File: config.mk
export PLATFORM = sky130hd
export DESIGN_NAME = axis_traffic_gen_flat
export DESIGN_NICKNAME = d
export VERILOG_FILES = /design/src/rtl/axis_traffic_gen_if.sv /design/src/rtl/axis_traffic_gen.sv /design/src/flat_wrapper.sv
export SDC_FILE = /design/constraint.sdc
export NUM_CORES = 1
export LEC_CHECK = 0
export ABC_AREA = 1
export BUFFER_PORTS_ARGS = -buffer_cell sky130_fd_sc_hd__buf_2
export CAP_MARGIN = 20
export CORE_MARGIN = 2
export CORE_UTILIZATION = 38
export CTS_CLUSTER_SIZE = 40
export DETAILED_ROUTE_END_ITERATION = 8
export PLACE_DENSITY_LB_ADDON = 0.08
export SYNTH_ARGS = -nofsm -noshare
export SYNTH_HDL_FRONTEND = slang
export SYNTH_SLANG_ARGS = --single-unit
File: constraint.sdc
create_clock -name aclk -period 2.2 [get_ports aclk]
set_input_delay 0.33 -clock aclk [delete_from_list [all_inputs] [get_ports aclk]]
set_output_delay 0.33 -clock aclk [all_outputs]
set_load 0.01 [all_outputs]
File: src/rtl/axis_traffic_gen_if.sv
// AXI4-Stream bus bundle for the traffic generator.
//   tdata/tkeep/tlast/tvalid : master -> slave payload and framing
//   tready                   : slave -> master backpressure
interface axis_traffic_gen_if #(
   parameter int unsigned DATA_WIDTH = 32
) ();
   localparam int unsigned KEEP_WIDTH = DATA_WIDTH / 8;

   logic [DATA_WIDTH-1:0] tdata;
   logic [KEEP_WIDTH-1:0] tkeep;
   logic                  tlast;
   logic                  tvalid;
   logic                  tready;

   modport master (output tdata, tkeep, tlast, tvalid, input tready);
   modport slave  (input tdata, tkeep, tlast, tvalid, output tready);
endinterface

File: src/rtl/axis_traffic_gen.sv
// AXI4-Stream master traffic generator: emits pkt_num packets (0 = until stop)
// of pkt_len beats carrying a run-relative beat counter or a 32-bit Galois LFSR.
//   aclk, areset          : clock, synchronous active-high reset
//   start, stop           : begin a run (IDLE only) / end after current packet
//   mode, pkt_len, pkt_num, last_bytes : run configuration, sampled on start
//   m_axis                : stream master port
//   busy, done            : run in progress / one-cycle completion pulse
//   beat_cnt, pkt_cnt     : accepted beats / accepted TLAST beats since start
module axis_traffic_gen #(
   parameter int unsigned DATA_WIDTH = 32,
   parameter int unsigned LEN_WIDTH  = 16,
   parameter int unsigned CNT_WIDTH  = 32,
   parameter logic [31:0] LFSR_SEED  = 32'hACE1_2468
) (
   input  logic                            aclk,
   input  logic                            areset,
   input  logic                            start,
   input  logic                            stop,
   input  logic                            mode,
   input  logic [LEN_WIDTH-1:0]            pkt_len,
   input  logic [15:0]                     pkt_num,
   input  logic [$clog2(DATA_WIDTH/8):0]   last_bytes,
   axis_traffic_gen_if.master              m_axis,
   output logic                            busy,
   output logic                            done,
   output logic [CNT_WIDTH-1:0]            beat_cnt,
   output logic [CNT_WIDTH-1:0]            pkt_cnt
);
   localparam int unsigned KEEP_WIDTH = DATA_WIDTH / 8;
   localparam int unsigned LB_WIDTH   = $clog2(KEEP_WIDTH) + 1;
   localparam int unsigned NUM_WIDTH  = 16;
   localparam int unsigned REPS       = (DATA_WIDTH + 31) / 32;
   // x^32 + x^22 + x^2 + x + 1 in right-shifting Galois form
   localparam logic [31:0] LFSR_TAPS  = 32'h8020_0003;

   typedef enum logic [1:0] {
      S_IDLE,
      S_RUN,
      S_STOP_PEND
   } state_t;

   state_t                  state_q, state_d;
   logic [DATA_WIDTH-1:0]   tdata_q, tdata_d;
   logic [KEEP_WIDTH-1:0]   tkeep_q, tkeep_d;
   logic                    tlast_q, tlast_d;
   logic                    tvalid_q, tvalid_d;
   logic                    busy_q, busy_d;
   logic                    done_q, done_d;
   logic [CNT_WIDTH-1:0]    beat_cnt_q, beat_cnt_d;
   logic [CNT_WIDTH-1:0]    pkt_cnt_q, pkt_cnt_d;
   logic [31:0]             lfsr_q, lfsr_d;
   logic [LEN_WIDTH-1:0]    idx_q, idx_d;
   logic [LEN_WIDTH-1:0]    len_m1_q, len_m1_d;
   logic [NUM_WIDTH-1:0]    pkt_num_q, pkt_num_d;
   logic [NUM_WIDTH-1:0]    pkts_q, pkts_d;
   logic [LB_WIDTH-1:0]     last_bytes_q, last_bytes_d;
   logic                    mode_q, mode_d;

   logic                    accept;
   logic [CNT_WIDTH-1:0]    beat_cnt_nx;
   logic [31:0]             lfsr_nx;
   logic [LEN_WIDTH-1:0]    idx_nx;
   logic                    nx_last;
   logic                    first_last;
   logic                    run_end;

   // Payload for a beat: counter zero-extended/truncated, or LFSR replicated from the LSB up
   function automatic logic [DATA_WIDTH-1:0] payload(input logic                 m,
                                                     input logic [CNT_WIDTH-1:0] cnt,
                                                     input logic [31:0]          lfsr);
      logic [REPS*32-1:0] rep;
      rep = {REPS{lfsr}};
      return m ? rep[DATA_WIDTH-1:0] : DATA_WIDTH'(cnt);
   endfunction

   // Byte qualifiers: full on non-last beats, low last_bytes bytes on the last beat
   function automatic logic [KEEP_WIDTH-1:0] keep_for(input logic                is_last,
                                                      input logic [LB_WIDTH-1:0] lb);
      if (!is_last || lb == '0 || lb >= LB_WIDTH'(KEEP_WIDTH)) return '1;
      return ~({KEEP_WIDTH{1'b1}} << lb);
   endfunction

   function automatic logic [31:0] lfsr_step(input logic [31:0] s);
      return {1'b0, s[31:1]} ^ ({32{s[0]}} & LFSR_TAPS);
   endfunction

   // State and datapath registers
   always_ff @(posedge aclk) begin
      if (areset) begin
         state_q      <= S_IDLE;
         tdata_q      <= '0;
         tkeep_q      <= '0;
         tlast_q      <= 1'b0;
         tvalid_q     <= 1'b0;
         busy_q       <= 1'b0;
         done_q       <= 1'b0;
         beat_cnt_q   <= '0;
         pkt_cnt_q    <= '0;
         lfsr_q       <= LFSR_SEED;
         idx_q        <= '0;
         len_m1_q     <= '0;
         pkt_num_q    <= '0;
         pkts_q       <= '0;
         last_bytes_q <= '0;
         mode_q       <= 1'b0;
      end else begin
         state_q      <= state_d;
         tdata_q      <= tdata_d;
         tkeep_q      <= tkeep_d;
         tlast_q      <= tlast_d;
         tvalid_q     <= tvalid_d;
         busy_q       <= busy_d;
         done_q       <= done_d;
         beat_cnt_q   <= beat_cnt_d;
         pkt_cnt_q    <= pkt_cnt_d;
         lfsr_q       <= lfsr_d;
         idx_q        <= idx_d;
         len_m1_q     <= len_m1_d;
         pkt_num_q    <= pkt_num_d;
         pkts_q       <= pkts_d;
         last_bytes_q <= last_bytes_d;
         mode_q       <= mode_d;
      end
   end

   // Next-state and next-beat logic; the registered outputs always describe the beat on the bus
   always_comb begin
      state_d      = state_q;
      tdata_d      = tdata_q;
      tkeep_d      = tkeep_q;
      tlast_d      = tlast_q;
      tvalid_d     = tvalid_q;
      done_d       = 1'b0;
      beat_cnt_d   = beat_cnt_q;
      pkt_cnt_d    = pkt_cnt_q;
      lfsr_d       = lfsr_q;
      idx_d        = idx_q;
      len_m1_d     = len_m1_q;
      pkt_num_d    = pkt_num_q;
      pkts_d       = pkts_q;
      last_bytes_d = last_bytes_q;
      mode_d       = mode_q;

      accept      = tvalid_q && m_axis.tready;
      beat_cnt_nx = beat_cnt_q + CNT_WIDTH'(1);
      lfsr_nx     = lfsr_step(lfsr_q);
      idx_nx      = tlast_q ? '0 : idx_q + LEN_WIDTH'(1);
      nx_last     = (idx_nx == len_m1_q);
      first_last  = (pkt_len <= LEN_WIDTH'(1));
      run_end     = 1'b0;

      case (state_q)
         S_IDLE: begin
            if (start) begin
               state_d      = S_RUN;
               mode_d       = mode;
               len_m1_d     = (pkt_len == '0) ? '0 : pkt_len - LEN_WIDTH'(1);
               pkt_num_d    = pkt_num;
               last_bytes_d = last_bytes;
               beat_cnt_d   = '0;
               pkt_cnt_d    = '0;
               pkts_d       = '0;
               lfsr_d       = LFSR_SEED;
               idx_d        = '0;
               tvalid_d     = 1'b1;
               tlast_d      = first_last;
               tkeep_d      = keep_for(first_last, last_bytes);
               tdata_d      = payload(mode, '0, LFSR_SEED);
            end
         end

         S_RUN, S_STOP_PEND: begin
            if (accept) begin
               beat_cnt_d = beat_cnt_nx;
               lfsr_d     = lfsr_nx;
               idx_d      = idx_nx;
               tdata_d    = payload(mode_q, beat_cnt_nx, lfsr_nx);
               tlast_d    = nx_last;
               tkeep_d    = keep_for(nx_last, last_bytes_q);
               if (tlast_q) begin
                  pkt_cnt_d = pkt_cnt_q + CNT_WIDTH'(1);
                  pkts_d    = pkts_q + NUM_WIDTH'(1);
                  // Packet boundary ends the run on a pending/current stop or the programmed count
                  run_end   = (state_q == S_STOP_PEND) || stop ||
                              ((pkt_num_q != '0) && (pkts_q + NUM_WIDTH'(1) == pkt_num_q));
               end
            end
            if (run_end) begin
               state_d  = S_IDLE;
               tvalid_d = 1'b0;
               tlast_d  = 1'b0;
               done_d   = 1'b1;
            end else if (state_q == S_RUN && stop) begin
               state_d = S_STOP_PEND;
            end
         end

         default: begin
            state_d  = S_IDLE;
            tvalid_d = 1'b0;
         end
      endcase

      busy_d = (state_d != S_IDLE);
   end

   assign m_axis.tdata  = tdata_q;
   assign m_axis.tkeep  = tkeep_q;
   assign m_axis.tlast  = tlast_q;
   assign m_axis.tvalid = tvalid_q;
   assign busy          = busy_q;
   assign done          = done_q;
   assign beat_cnt      = beat_cnt_q;
   assign pkt_cnt       = pkt_cnt_q;
endmodule

File: src/flat_wrapper.sv
// flat-port wrapper written by rule: the top's interface ports become plain ports
module axis_traffic_gen_flat 
#(
   parameter int unsigned DATA_WIDTH = 32,
   parameter int unsigned LEN_WIDTH  = 16,
   parameter int unsigned CNT_WIDTH  = 32,
   parameter logic [31:0] LFSR_SEED  = 32'hACE1_2468
)
  (aclk, areset, start, stop, mode, pkt_len, pkt_num, last_bytes, busy, done, beat_cnt, pkt_cnt, m_axis_tdata, m_axis_tkeep, m_axis_tlast, m_axis_tvalid, m_axis_tready);
  axis_traffic_gen_if #(.DATA_WIDTH(DATA_WIDTH)) m_axis_i ();
  input  logic aclk;
  input  logic areset;
  input  logic start;
  input  logic stop;
  input  logic mode;
  input  logic [LEN_WIDTH-1:0] pkt_len;
  input  logic [15:0] pkt_num;
  input  logic [$clog2(DATA_WIDTH/8):0] last_bytes;
  output logic busy;
  output logic done;
  output logic [CNT_WIDTH-1:0] beat_cnt;
  output logic [CNT_WIDTH-1:0] pkt_cnt;
  output wire logic [$bits(m_axis_i.tdata)-1:0] m_axis_tdata;
  output wire logic [$bits(m_axis_i.tkeep)-1:0] m_axis_tkeep;
  output wire logic [$bits(m_axis_i.tlast)-1:0] m_axis_tlast;
  output wire logic [$bits(m_axis_i.tvalid)-1:0] m_axis_tvalid;
  input wire logic [$bits(m_axis_i.tready)-1:0] m_axis_tready;
  assign m_axis_tdata = m_axis_i.tdata;
  assign m_axis_tkeep = m_axis_i.tkeep;
  assign m_axis_tlast = m_axis_i.tlast;
  assign m_axis_tvalid = m_axis_i.tvalid;
  assign m_axis_i.tready = m_axis_tready;
  axis_traffic_gen #(.DATA_WIDTH(DATA_WIDTH), .LEN_WIDTH(LEN_WIDTH), .CNT_WIDTH(CNT_WIDTH), .LFSR_SEED(LFSR_SEED)) u_core (.aclk(aclk), .areset(areset), .start(start), .stop(stop), .mode(mode), .pkt_len(pkt_len), .pkt_num(pkt_num), .last_bytes(last_bytes), .m_axis(m_axis_i), .busy(busy), .done(done), .beat_cnt(beat_cnt), .pkt_cnt(pkt_cnt));
endmodule
After elaboration in Yosys (flattened, before gate mapping)
Cells that the tools add are included.
{"block": "op_classes", "n_addsub": 5, "n_mul": 0, "div": 0, "order_cmp": 3, "eq_ne": 9, "shift": 2, "n_mux": 50, "bitwise_logic": 4, "n_reduce_logical": 25}
{"cell": "32-bit two-way mux", "n": 10}
{"cell": "32-bit case mux with 2 select lines", "n": 4}
{"cell": "16-bit two-way mux", "n": 6}
{"cell": "32-bit by 1-bit adder with 32-bit output (second input constant)", "n": 2}
{"cell": "16-bit case mux with 2 select lines", "n": 2}
{"cell": "16-bit by 1-bit adder with 16-bit output (second input constant)", "n": 2}
{"cell": "16-bit == test", "n": 2}
{"cell": "31-bit by 32-bit XOR with 32-bit output", "n": 1}
{"cell": "4-bit two-way mux", "n": 6}
{"cell": "16-bit by 1-bit less-or-equal comparator with 1-bit output (second input constant)", "n": 1}
{"cell": "16-bit logical NOT", "n": 1}
{"cell": "16-bit nonzero test", "n": 1}
{"cell": "16-bit by 1-bit subtractor with 16-bit output (second input constant)", "n": 1}
{"cell": "1-bit two-way mux", "n": 15}
{"cell": "4-bit NOT", "n": 2}
{"cell": "4-bit case mux with 2 select lines", "n": 1}
{"cell": "4-bit by 3-bit left shift with 4-bit output (first input constant)", "n": 2}
{"cell": "3-bit >= comparator (second input constant)", "n": 2}
{"cell": "3-bit logical NOT", "n": 2}
{"cell": "1-bit logical OR", "n": 6}
{"cell": "2-bit two-way mux", "n": 3}
{"cell": "2-bit by 1-bit != test with 1-bit output (second input constant)", "n": 3}
{"cell": "3-bit AND reduction", "n": 2}
{"cell": "1-bit case mux with 2 select lines", "n": 2}
{"cell": "13 further kinds", "n": 19}
{"block": "word_totals", "ff_bits": 206, "latchBits": 0, "ram_bits": 0, "mem_bits_ro": 0, "in_bits": 41, "output_inout_bits": 104, "elab_cells": 114, "n_memories": 0}

Longest topological paths before layout
{"block": "depth", "word_depth": 12, "depth_mapped": 18, "ltp_nobuf": 17}

Worst setup path after synthesis
Ideal clock, no wire load.
{"block": "synth_path", "kind": "flip-flop to flip-flop", "startpoint": "register u_core.state_q[0]", "endpoint": "register u_core.pkt_cnt_q[22], in the netlist u_core.pkt_cnt[22]", "setup_time_ns": 0.136, "arrival_ns": 2.077, "t_required_ns": 2.064, "slack_ns": -0.013, "path_stages_with_launch": 16, "path_buffers": 0, "period_less_slack_ns": 2.213, "path_cell_list": "dfxtp_1 -> inv_1 -> ha_1 -> nand2_1 -> nand3_4 -> a21oi_4 -> nand3_2 -> nor2_4 -> nand2_2 -> nor2_2 -> nand2_1 -> nor2_2 -> nand2_1 -> clkinv_1 -> nand3_1 -> nor3b_2"}
{"block": "synth_between", "elab_chain_len": 4, "elab_cells_between_ends": 10, "cone_classes": "eq/ne (5); mux (1); reduce/logical (4)"}
{"item": "start: declaration", "line": "axis_traffic_gen.sv:42", "rtl": "state_t state_q, state_d;"}
{"item": "start signal: assignment", "line": "axis_traffic_gen.sv:107", "rtl": "state_q <= state_d;"}
{"item": "2-bit by 1-bit == test with 1-bit output or 2-bit == test (tied branches)", "line": "axis_traffic_gen.sv:152", "rtl": "case (state_q)"}
{"item": "2-bit OR reduction"}
{"item": "2-bit by 1-bit != test with 1-bit output (no source line) or 2-bit nonzero test (tied branches)"}
{"item": "4-bit AND reduction (no source line)"}
{"item": "end signal: assignment", "line": "axis_traffic_gen.sv:115", "rtl": "pkt_cnt_q <= pkt_cnt_d;"}
{"item": "end: declaration", "line": "axis_traffic_gen.sv:50", "rtl": "logic [CNT_WIDTH-1:0] pkt_cnt_q, pkt_cnt_d;"}
Several ways; a longest one is shown, not always the timed one.
A chain may end at the register's enable or synchronous reset.

Worst setup path after layout
{"block": "layout_path", "startpoint": "register u_core.state_q[0]", "endpoint": "register u_core.pkt_cnt_q[31], in the netlist u_core.pkt_cnt[31]"}
Same word-level chain as after synthesis.

==> impl_results.md <==
- Status: finished clean
- First-pass GRT wire length: 52.6 mm
- Routed vias/inst: 5.08
- CTS tree: built
- Top sig layer: met4
- Share of layout cells above drive strength 1: 0.237
- Fin. max-slew vios: 0
- Final Non-Filler Cells: 2111
- Initial antenna violation count: 2
- Maximum root-to-sink buffer count: 3
- Die X: 170 um
- Multi-input logic area: 5790 sq um
- Clock slew seen by the registers of the worst setup and hold paths: 0.06 ns
- Setup WS pre-CTS: -0.0426 ns
- Setup TNS: 0 ns
- Adder-cell area share of the yosys netlist: 0.0131
- FF+latch area: 4140 sq um
- Vias: 10.7k
- Vias in the first global route: 10.3k
- Initial Util: 0.388
- Overall routed net length: 32.6 mm
- # fillers: 2744
- Hold slack: 0.0547 ns
- Routability cong.: 0.909
- M1 WL: 15.7 mm
- Antenna-violating nets left: 0
- Worst-Margin Slew: 0.508 ns
- Gate Count Post-Synth: 1518
- WL per Instance: 15.4 um
- Total track usage: 0.224
- Period minus WS final: 2.14 ns
- Post-synthesis compound-gate area fraction: 0.157
- Kind of end point of the critical path: register
- Num CTS Buffers: 25
- Synth warnings: 0
- Largest net degree at the start of global routing: 48
- Post-synth ARST share: 0
- #FFs+latches synth: 206
- Multiplexer area fraction after synthesis: 0
- XOR/XNOR share of the synthesized area: 0.0508
- H-tree levels: 1
- PD cells: 713 nW/um^2
- Synthesis-to-finish area growth: 29.4%
- Most used flip-flop cell after synthesis: dfxtp_1
- Clk_lat worst skew: 0.53 ns
- Inst Count DP: 2058
- Area share of the largest cell type after synthesis: 0.394
- Required @ worst endpoint: 2.61 ns
- Crit path max fanout: 6
- Top post-synthesis cells by area: dfxtp_1, nand2_1, inv_1
- Sequential share of the synthesized area: 0.394
- Fin. Hold Viols: 0
- Residual DRC: 0
- Max Clock Freq: 467 MHz
- Avg Inst Size Synth: 6.90 sq um
- CTS Root Buffer Type: clkbuf_16
- Fin Clk Skew: 0.0243 ns
- DR pass1 iterations: 5
- Largest family of logic cells by synthesized area: simple AND/OR/NAND/NOR gates
- Synth Cell Area: 10500 sq um
- Startpoint Class: register
- Dpl hpwl: 23.8 mm
- Synth cell types: 48
- IO Port Bufs: 144
- Worst Hold Class: in -> reg
- Synth Area in Simple Gates: 0.300
- Site row count: 60
- Final setup vio count: 0
- Max Cap Viol: 0
- DRC marker count from the first detailed-route iteration: 642
- CP Data Arrival Time: 2.55 ns
- Setup slack after layout: 0.0571 ns
- Met2 WL: 14.4 mm
- Yosys top cell by area: dfxtp_1
- Final Util: 0.502
- Die Area: 28900 sq um
- Crit Path Category: reg -> reg
- Syn_nets: 1570
- Final period utilization: 0.974
- Slew headroom: 0.662
- Core area: 27000 sq um
- Number of flops mapped to enable cells by yosys: 0
- Die height: 170 um
- RSZ-0062 raised after global routing: yes
- Leak: 0.00576 uW
- Worst vdd ir: 0.526 mV
- Gr ovfl total: 0
- Final #Nets: 1801
- Io pins: 145
- Metal3 WL: 1.67 mm
- Clk sinks: 206
[layer usage]
metal  up-vias  GRT usage
met3        50     0.0312
met2       250      0.362
met5         -          0
met1      4943      0.314
met4         0     0.0609
li1       5487          -
[timing repair]
item                                    in CTS  in global routing
gates resized for setup                      3                104
setup buffers                                0                  5
endpoints found under the setup margin       7                 40
hold buffers                                 0                  0
pin swaps                                    1                 34
[cells in the mapped netlist (2+ instances only)]
library cell  number
a211oi_1           3
a21oi_1          123
a22oi_1            6
a32o_1             2
and2_1             3
buf_1              4
buf_2              5
clkbuf_1          50
clkinv_1           3
dfxtp_1          206
ha_1              11
inv_1            172
inv_2              3
nand2_1          349
nand2_2            3
nand3_1           79
nand3b_1           6
nand4_1           42
nor2_1           154
nor2_2             5
nor3_1            40
nor3_4             2
nor3b_1            6
nor4_1            10
o211ai_1           4
o21a_1             3
o21ai_0          104
o221ai_1          11
o22ai_1           32
or2_2              6
xnor2_1           14
xnor3_1            3
xor2_1            39
[through the flow]
stage / total power (uW) / instance area (sq um)
2_1_floorplan: 4820 / 10500
3_3_place_gp: 5350 / 12300
3_5_place_dp: 5350 / 12300
4_1_cts: 9730 / 13200
5_1_grt: 10100 / 13600
6_report: 9670 / 13600
[power breakdown]
| group | leakage [uW] | switching [uW] | internal (uW) |
|---|---|---|---|
| clock network | 0.000436 | 1660 | 2680 |
| registers | 0.00168 | 112 | 3910 |
| logic | 0.00364 | 846 | 452 |
| total | 0.00576 | 2620 | 7040 |
[cells in the final DEF, fill, tap and decap left out, types with 16 or more instances in the layout]
cell and n:
inv_1 165, buf_2 144, nand2_1 334, nor3_1 37, o22ai_1 32, nor2_2 19
nand3_1 63, dfxtp_1 196, o21ai_0 97, xor2_1 38, nand3_2 16, nor2_1 134
clkbuf_16 25, buf_4 113, nand4_1 42, a21oi_1 122
[cell families (layout without fill, tap and decap cells)]
kind of cell / Yosys count / in the layout
other: 0 / 2
AND/OR/NAND/NOR: 713 / 713
adder cells (fa/ha/maj): 11 / 11
flip-flops: 206 / 206
AO/OA/AOI/OAI: 295 / 295
buffers and inverters: 237 / 487
XOR/XNOR: 56 / 56
[final timing paths]
| path | startpoint | to | slack (ns) | depth (start not counted) |
|---|---|---|---|---|
| setup / recovery | u_core.state_q[0] | u_core.pkt_cnt[31] | 0.06 | 13 |
| hold / removal | pkt_num[10] | u_core.pkt_num_q[10] | 0.05 | 3 |
| setup reg to reg | u_core.state_q[0] | u_core.pkt_cnt[31] | 0.06 | 13 |
| hold reg to reg | u_core.m_axis.tdata[11] | u_core.m_axis.tdata[11] | 0.46 | 2 |
[critical path, cell delays in order, from the launching register on]
cell     delay, ns
dfxtp_2       0.33
inv_2         0.05
ha_4          0.24
buf_6         0.14
a21oi_4       0.19
buf_6         0.14
nand2_8       0.06
nor4_4        0.29
nand3_2       0.12
inv_2         0.10
nand3_2       0.07
nor2_2        0.13
xnor2_1       0.13
nor2_1        0.05
[registers in the layout (all words and copies together), names as in the netlist, 2 cells and up]
name	cells
u_core.pkts_q	16
u_core.lfsr_q	32
u_core.len_m1_q	16
u_core.idx_q	16
u_core.beat_cnt	32
u_core.last_bytes_q	3
u_core.m_axis.tdata	32
u_core.pkt_cnt	32
u_core.state_q	2
u_core.pkt_num_q	16
u_core.m_axis.tkeep	4
[layout make-up]
class | count | share of cell area
Timing Repair Buffer | 263 | 0.122
Clock inverter | 15 | 0.0134
Clock buffer | 31 | 0.0508
Tap cell | 341 | 0.0315
Inverter | 178 | 0.0493
Multi-Input combinational cell | 1075 | 0.427
Antenna cell | 2 | 0.000369
Sequential cell | 206 | 0.306
Power figures use the tool's default switching activity.
